## src/rtl/s2mm_burst_framer.sv

```systemverilog
// Cuts a free-running 32-bit sample stream into fixed bursts for the DataMover S2MM path.
// Optional status watchdog is enabled by defining S2MM_STS_TIMEOUT_EN.
module s2mm_burst_framer #(
    parameter int unsigned BURST_WORDS = 128,
    parameter logic [31:0] BASE_ADDR   = 32'hC000_0000,
    parameter logic [31:0] RING_BYTES  = 32'h0000_8000,
    parameter int unsigned STS_TIMEOUT = 1024
) (
    input  logic        clk_in1,
    input  logic        aresetn,
    input  logic        enable,
    input  logic [31:0] s_axis_tdata,
    input  logic        s_axis_tvalid,
    output logic        s_axis_tready,
    output logic [71:0] m_axis_s2mm_cmd_tdata,
    output logic        m_axis_s2mm_cmd_tvalid,
    input  logic        m_axis_s2mm_cmd_tready,
    output logic [31:0] m_axis_s2mm_tdata,
    output logic [3:0]  m_axis_s2mm_tkeep,
    output logic        m_axis_s2mm_tlast,
    output logic        m_axis_s2mm_tvalid,
    input  logic        m_axis_s2mm_tready,
    input  logic [7:0]  s_axis_s2mm_sts_tdata,
    input  logic        s_axis_s2mm_sts_tvalid,
    output logic        s_axis_s2mm_sts_tready,
    output logic [31:0] burst_count,
    output logic        err_flag,
    output logic        busy
);

    typedef enum logic [1:0] {StIdle, StCmd, StData, StSts} state_e;

    localparam logic [31:0] BurstBytes = 32'(4 * BURST_WORDS);
    localparam logic [22:0] Btt        = 23'(4 * BURST_WORDS);
    localparam logic [20:0] LastBeat   = 21'(BURST_WORDS - 1);
    localparam logic [31:0] RingEnd    = BASE_ADDR + RING_BYTES;

    state_e      state_q;
    logic [31:0] addr_q;
    logic [3:0]  tag_q;
    logic [20:0] beat_q;
    logic [71:0] cmd_tdata_q;
    logic        cmd_tvalid_q;
    logic        sts_tready_q;
    logic [31:0] burst_count_q;
    logic        err_flag_q;

    logic        in_data;
    logic        data_hs;
    logic        sts_hs;
    logic        sts_ok;
    logic        sts_timeout;
    logic        sts_done;
    logic [31:0] addr_inc;
    logic [31:0] addr_next;

    // Data phase is a pure pass-through so the framer adds no bubbles to the stream.
    assign in_data   = (state_q == StData);
    assign data_hs   = in_data & s_axis_tvalid & m_axis_s2mm_tready;

    assign s_axis_tready          = in_data & m_axis_s2mm_tready;
    assign m_axis_s2mm_tvalid     = in_data & s_axis_tvalid;
    assign m_axis_s2mm_tdata      = in_data ? s_axis_tdata : 32'h0;
    assign m_axis_s2mm_tkeep      = 4'hF;
    assign m_axis_s2mm_tlast      = in_data & (beat_q == LastBeat);
    assign m_axis_s2mm_cmd_tdata  = cmd_tdata_q;
    assign m_axis_s2mm_cmd_tvalid = cmd_tvalid_q;
    assign s_axis_s2mm_sts_tready = sts_tready_q;
    assign burst_count            = burst_count_q;
    assign err_flag               = err_flag_q;
    assign busy                   = (state_q != StIdle);

    // A good status has OKAY alone among the four flag bits and echoes the issued tag.
    assign sts_hs    = sts_tready_q & s_axis_s2mm_sts_tvalid;
    assign sts_ok    = (s_axis_s2mm_sts_tdata[7:4] == 4'b1000) &&
                       (s_axis_s2mm_sts_tdata[3:0] == tag_q);
    assign addr_inc  = addr_q + BurstBytes;
    assign addr_next = (addr_inc == RingEnd) ? BASE_ADDR : addr_inc;

`ifdef S2MM_STS_TIMEOUT_EN
    logic [31:0] sts_cnt_q;

    always_ff @(posedge clk_in1 or negedge aresetn) begin
        if (!aresetn) begin
            sts_cnt_q <= 32'h0;
        end else if (state_q != StSts) begin
            sts_cnt_q <= 32'h0;
        end else begin
            sts_cnt_q <= sts_cnt_q + 32'd1;
        end
    end

    assign sts_timeout = (state_q == StSts) && !s_axis_s2mm_sts_tvalid &&
                         (sts_cnt_q == STS_TIMEOUT - 1);
`else
    assign sts_timeout = 1'b0;
`endif

    assign sts_done = sts_hs | sts_timeout;

    always_ff @(posedge clk_in1 or negedge aresetn) begin
        if (!aresetn) begin
            state_q       <= StIdle;
            addr_q        <= BASE_ADDR;
            tag_q         <= 4'h0;
            beat_q        <= 21'h0;
            cmd_tdata_q   <= 72'h0;
            cmd_tvalid_q  <= 1'b0;
            sts_tready_q  <= 1'b0;
            burst_count_q <= 32'h0;
            err_flag_q    <= 1'b0;
        end else begin
            unique case (state_q)
                StIdle: begin
                    if (enable && s_axis_tvalid) begin
                        cmd_tdata_q  <= {4'h0, tag_q, addr_q, 1'b0, 1'b1, 6'h00, 1'b1, Btt};
                        cmd_tvalid_q <= 1'b1;
                        state_q      <= StCmd;
                    end
                end
                StCmd: begin
                    if (m_axis_s2mm_cmd_tready) begin
                        cmd_tvalid_q <= 1'b0;
                        beat_q       <= 21'h0;
                        state_q      <= StData;
                    end
                end
                StData: begin
                    if (data_hs) begin
                        beat_q <= beat_q + 21'd1;
                        if (beat_q == LastBeat) begin
                            sts_tready_q <= 1'b1;
                            state_q      <= StSts;
                        end
                    end
                end
                StSts: begin
                    if (sts_done) begin
                        sts_tready_q <= 1'b0;
                        if (sts_hs && sts_ok) begin
                            burst_count_q <= burst_count_q + 32'd1;
                        end else begin
                            err_flag_q <= 1'b1;
                        end
                        // Bad or missing status still retires the slot so the ring keeps moving.
                        tag_q   <= tag_q + 4'd1;
                        addr_q  <= addr_next;
                        state_q <= StIdle;
                    end
                end
                default: state_q <= StIdle;
            endcase
        end
    end

endmodule

```

## config.mk

```make
export PLATFORM = sky130hd
export DESIGN_NAME = s2mm_burst_framer
export DESIGN_NICKNAME = d
export VERILOG_FILES = /design/src/rtl/s2mm_burst_framer.sv
export SDC_FILE = /design/constraint.sdc
export NUM_CORES = 1
export LEC_CHECK = 0
export CAP_MARGIN = 0
export CELL_PAD_IN_SITES_DETAIL_PLACEMENT = 1
export CELL_PAD_IN_SITES_GLOBAL_PLACEMENT = 2
export CORE_ASPECT_RATIO = 0.6
export CORE_MARGIN = 8
export CORE_UTILIZATION = 28
export DETAILED_ROUTE_END_ITERATION = 8
export PLACE_DENSITY_LB_ADDON = 0.25
export SYNTH_ARGS = -nofsm -noshare
export SYNTH_HDL_FRONTEND = slang
export SYNTH_SLANG_ARGS = --single-unit
```

## constraint.sdc

```tcl
create_clock -name clk_in1 -period 2.8 [get_ports clk_in1]
set_clock_uncertainty 0.05 [all_clocks]
set_input_delay 0.56 -clock clk_in1 [delete_from_list [all_inputs] [get_ports clk_in1]]
set_output_delay 0.56 -clock clk_in1 [all_outputs]
set_load 0.01 [all_outputs]
```

==> impl_metrics.env, run 1 <==
export IMPL_outcome="finished clean"
export IMPL_area_growth_pct=37.9
export IMPL_initial_core_util_pct=28.6
export IMPL_grt_pass1_vias=5083
export IMPL_required_ns=2.19
export IMPL_numCtsBuffers=17
export IMPL_fin_tns_setup_ns=0
export IMPL_rows=41
export IMPL_regToRegSetupSlack_ns=0.42
export IMPL_synth_main_ff_cell="dfrtp_1"
export IMPL_critical_path_arrival_ns=2.03
export IMPL_cts_buffer_depth=2
export IMPL_slowest_stage="clkdlybuf4s50_1"
export IMPL_core_sq_um=21100
export IMPL_insertedDiodeCount=0
export IMPL_hold_violations=0
export IMPL_ios=194
export IMPL_hpwl_mm=14.2
export IMPL_hp_class="input port to async pin"
export IMPL_die_y_microns=130
export IMPL_powerDensity_nw_per_um2=596
export IMPL_synth_edf_count=0
export IMPL_r2r_start="state_q[0]"
export IMPL_ir_worst_vdd_mv=0.466
export IMPL_synth_seq_cells=113
export IMPL_worst_slew_pin_slew_ns=0.657
export IMPL_num_vias=4756
export IMPL_slew_violations=0
export IMPL_utilization_pct=39.5
export IMPL_cts_root_buffer="clkbuf_16"
export IMPL_portBuffers=147
export IMPL_fin_total_pwr_mw=4.96
export IMPL_rr_worst_depth=8
export IMPL_maxSlewHeadroom_pct=56.2
export IMPL_synth_async_reset_ratio_pct=100
export IMPL_worst_path_max_fanout=22
export IMPL_drive_gt1_share_pct=11.4
export IMPL_worst_path_largest_cell_delay_ns=0.54
export IMPL_die_width_microns=206
export IMPL_place_congestion=0.815
export IMPL_first_pass_iters=5
export IMPL_crit_path_end_kind="output port"
export IMPL_via_per_inst=4.53
export IMPL_h_tree_depth=4
export IMPL_yosysWarnings=0
export IMPL_wl_mm=18.3
export IMPL_leakagePower_nw=3.68
export IMPL_syn_instance_count=601
export IMPL_grt_pass1_wl_mm=29.3
export IMPL_layout_nets=815
export IMPL_max_freq_mhz=379
export IMPL_critPathKind="register to output port"
export IMPL_grt_setup_unrepaired="no"
export IMPL_postCtsHoldBufs=0
export IMPL_grt_usage_pct=13.9
export IMPL_clock_sinks=113
export IMPL_ys_types=47
export IMPL_cts_tree="built"
export IMPL_drcViolationCount=0
export IMPL_min_period_over_period_pct=94.3
export IMPL_grt_max_degree=46
export IMPL_clk_latency_ns=0.42
export IMPL_yosysSeqAreaShare_pct=46.9
export IMPL_synth_area_sq_um=6040
export IMPL_ant_nets=0
export IMPL_period_needed_ns=2.64
export IMPL_clkTransAtPathRegs_ns=0.05
export IMPL_start_kind="register"
export IMPL_drt_iter0_drc=247
export IMPL_grt_antenna_before_repair=0
export IMPL_r2r_end="beat_q[18]"
export IMPL_wl_per_cell_microns=17.5
export IMPL_finalSetupViolations=0
export IMPL_syn_avg_cell_area_sq_um=10.0
export IMPL_die_area_sq_um=26700
export IMPL_drv_cap=0
export IMPL_crit_chain="inv_1, ha_4, clkbuf_16, and2_1, clkdlybuf4s50_1"
export IMPL_overflow=0
export IMPL_nFillCells=2368
-- layout by cell type (no fill, tap or decap), drive strengths merged, types with 18 or more instances in the layout --
master and n:
clkdlybuf4s50 145, dfrtp 111, nand2 57, xnor2 54, conb 46, nand3 40
and2 38, nor2 34, xor2 29, mux2 28, clkbuf 23, buf 21
nor3 19, nand4 18
-- kinds of logic (layout without fill, tap and decap cells) --
logic type      count (synthesis)  after routing  share of synthesized area [%]
buf+inv                        82            207                           8.52
flops                         113            113                           46.9
other cells                     2             46                          0.124
mux                            28             28                           5.22
fa+ha+maj                       8              8                           1.66
simple gates                  249            249                           21.7
compound gates                 36             36                           3.87
xor+xnor                       83             83                           12.0
-- metrics by stage --
stage                     worst slack, ns  std cells  hold WS [ns]  cell area, sq um
after floorplan                     0.539        645         0.214              6200
after global placement           -0.00649       1019         0.419              7740
after detailed placement         -0.00675       1019         0.425              7740
after CTS                          0.0359       1048         0.136              8290
after global routing               0.0476       1049         0.161              8330
final                               0.158       1049         0.118              8330
-- how the worst max path moves through the flow --
| stage | slack [ns] | start | cells after the start | end |
|---|---|---|---|---|
| finish | 0.16 | state_q[0] | 5 | m_axis_s2mm_tdata[15] |
| global route | 0.05 | state_q[0] | 5 | m_axis_s2mm_tdata[23] |
| CTS | 0.04 | state_q[0] | 5 | m_axis_s2mm_tdata[23] |
| global placement | -0.006 | s_axis_s2mm_sts_tdata[5] | 8 | burst_count[1] |
| floorplan | 0.54 | state_q[0] | 9 | beat_q[18] |
| detailed placement | -0.007 | s_axis_s2mm_sts_tdata[5] | 8 | burst_count[1] |
-- worst max-delay path: cells and delay by family (launching register included) --
kind / cells / cell delay (ns)
adder cells (fa/ha/maj): 1 / 0.20
AND/OR/NAND/NOR: 1 / 0.13
buffers and inverters: 3 / 0.88
flip-flops: 1 / 0.40
-- Yosys cell counts (8+ instances only) --
cell type  instances  area share (%)
nor2_1            34             2.1
and3_1            10             1.0
nand4_1           18             1.9
xnor2_1           54             7.8
inv_1             10            0.62
and2_1            38             3.9
nand2_1           57             3.5
xor2_1            29             4.2
nand3_1           40             3.3
o21ai_0           11            0.91
mux2_2            28             5.2
clkbuf_1          14            0.87
nor3_1            19             1.6
buf_4             49             6.1
and4_1             8             1.2
dfrtp_1          111              46
nor4_1            10             1.0
ha_1               8             1.7
-- flip-flops by register name, summed over array words and instances, names as in the netlist --
name and flops:
m_axis_s2mm_cmd_tvalid 1, m_axis_s2mm_cmd_tdata 28, tag_q 4, addr_q 23, beat_q 21, s_axis_s2mm_sts_tready 1, state_q 2, err_flag 1
burst_count 32
-- final cells by class --
type	instances	area, sq um	area share (%)
sequential	113	2830	34.0
inverter	10	37.5	0.451
timing repair buffer	168	1680	20.2
multi-input combinational	450	2880	34.6
tap	279	349	4.19
clock inverter	7	60.1	0.721
clock buffer	22	484	5.82
-- layer usage --
layer / wire length (microns) / track usage [%]
met5: 0 / 0
met1: 8860 / 19.1
met4: 197 / 4.06
met3: 1160 / 3.86
met2: 8090 / 21.3
-- repair_timing --
| action | CTS | global route |
|---|---|---|
| pin swaps | 0 | 0 |
| setup endpoints to repair | 1 | 34 |
| cloned | 0 | 1 |
| gates resized for setup | 2 | 2 |
| buffers inserted | 0 | 0 |
-- power breakdown --
| part | total, mW | switching, mW | internal (mW) |
|---|---|---|---|
| combinational | 1.22 | 0.624 | 0.598 |
| clock | 2.03 | 0.746 | 1.29 |
| sequential | 1.71 | 0.0377 | 1.67 |
| total | 4.96 | 1.41 | 3.56 |
Power figures use the tool's default switching activity.
==> inputs of run 2 (changes only) <==
- HOLD_SLACK_MARGIN: default -> 0.02
==> results of run 2 <==
The final DEF is identical to that of run 1; final timing and power are the same.
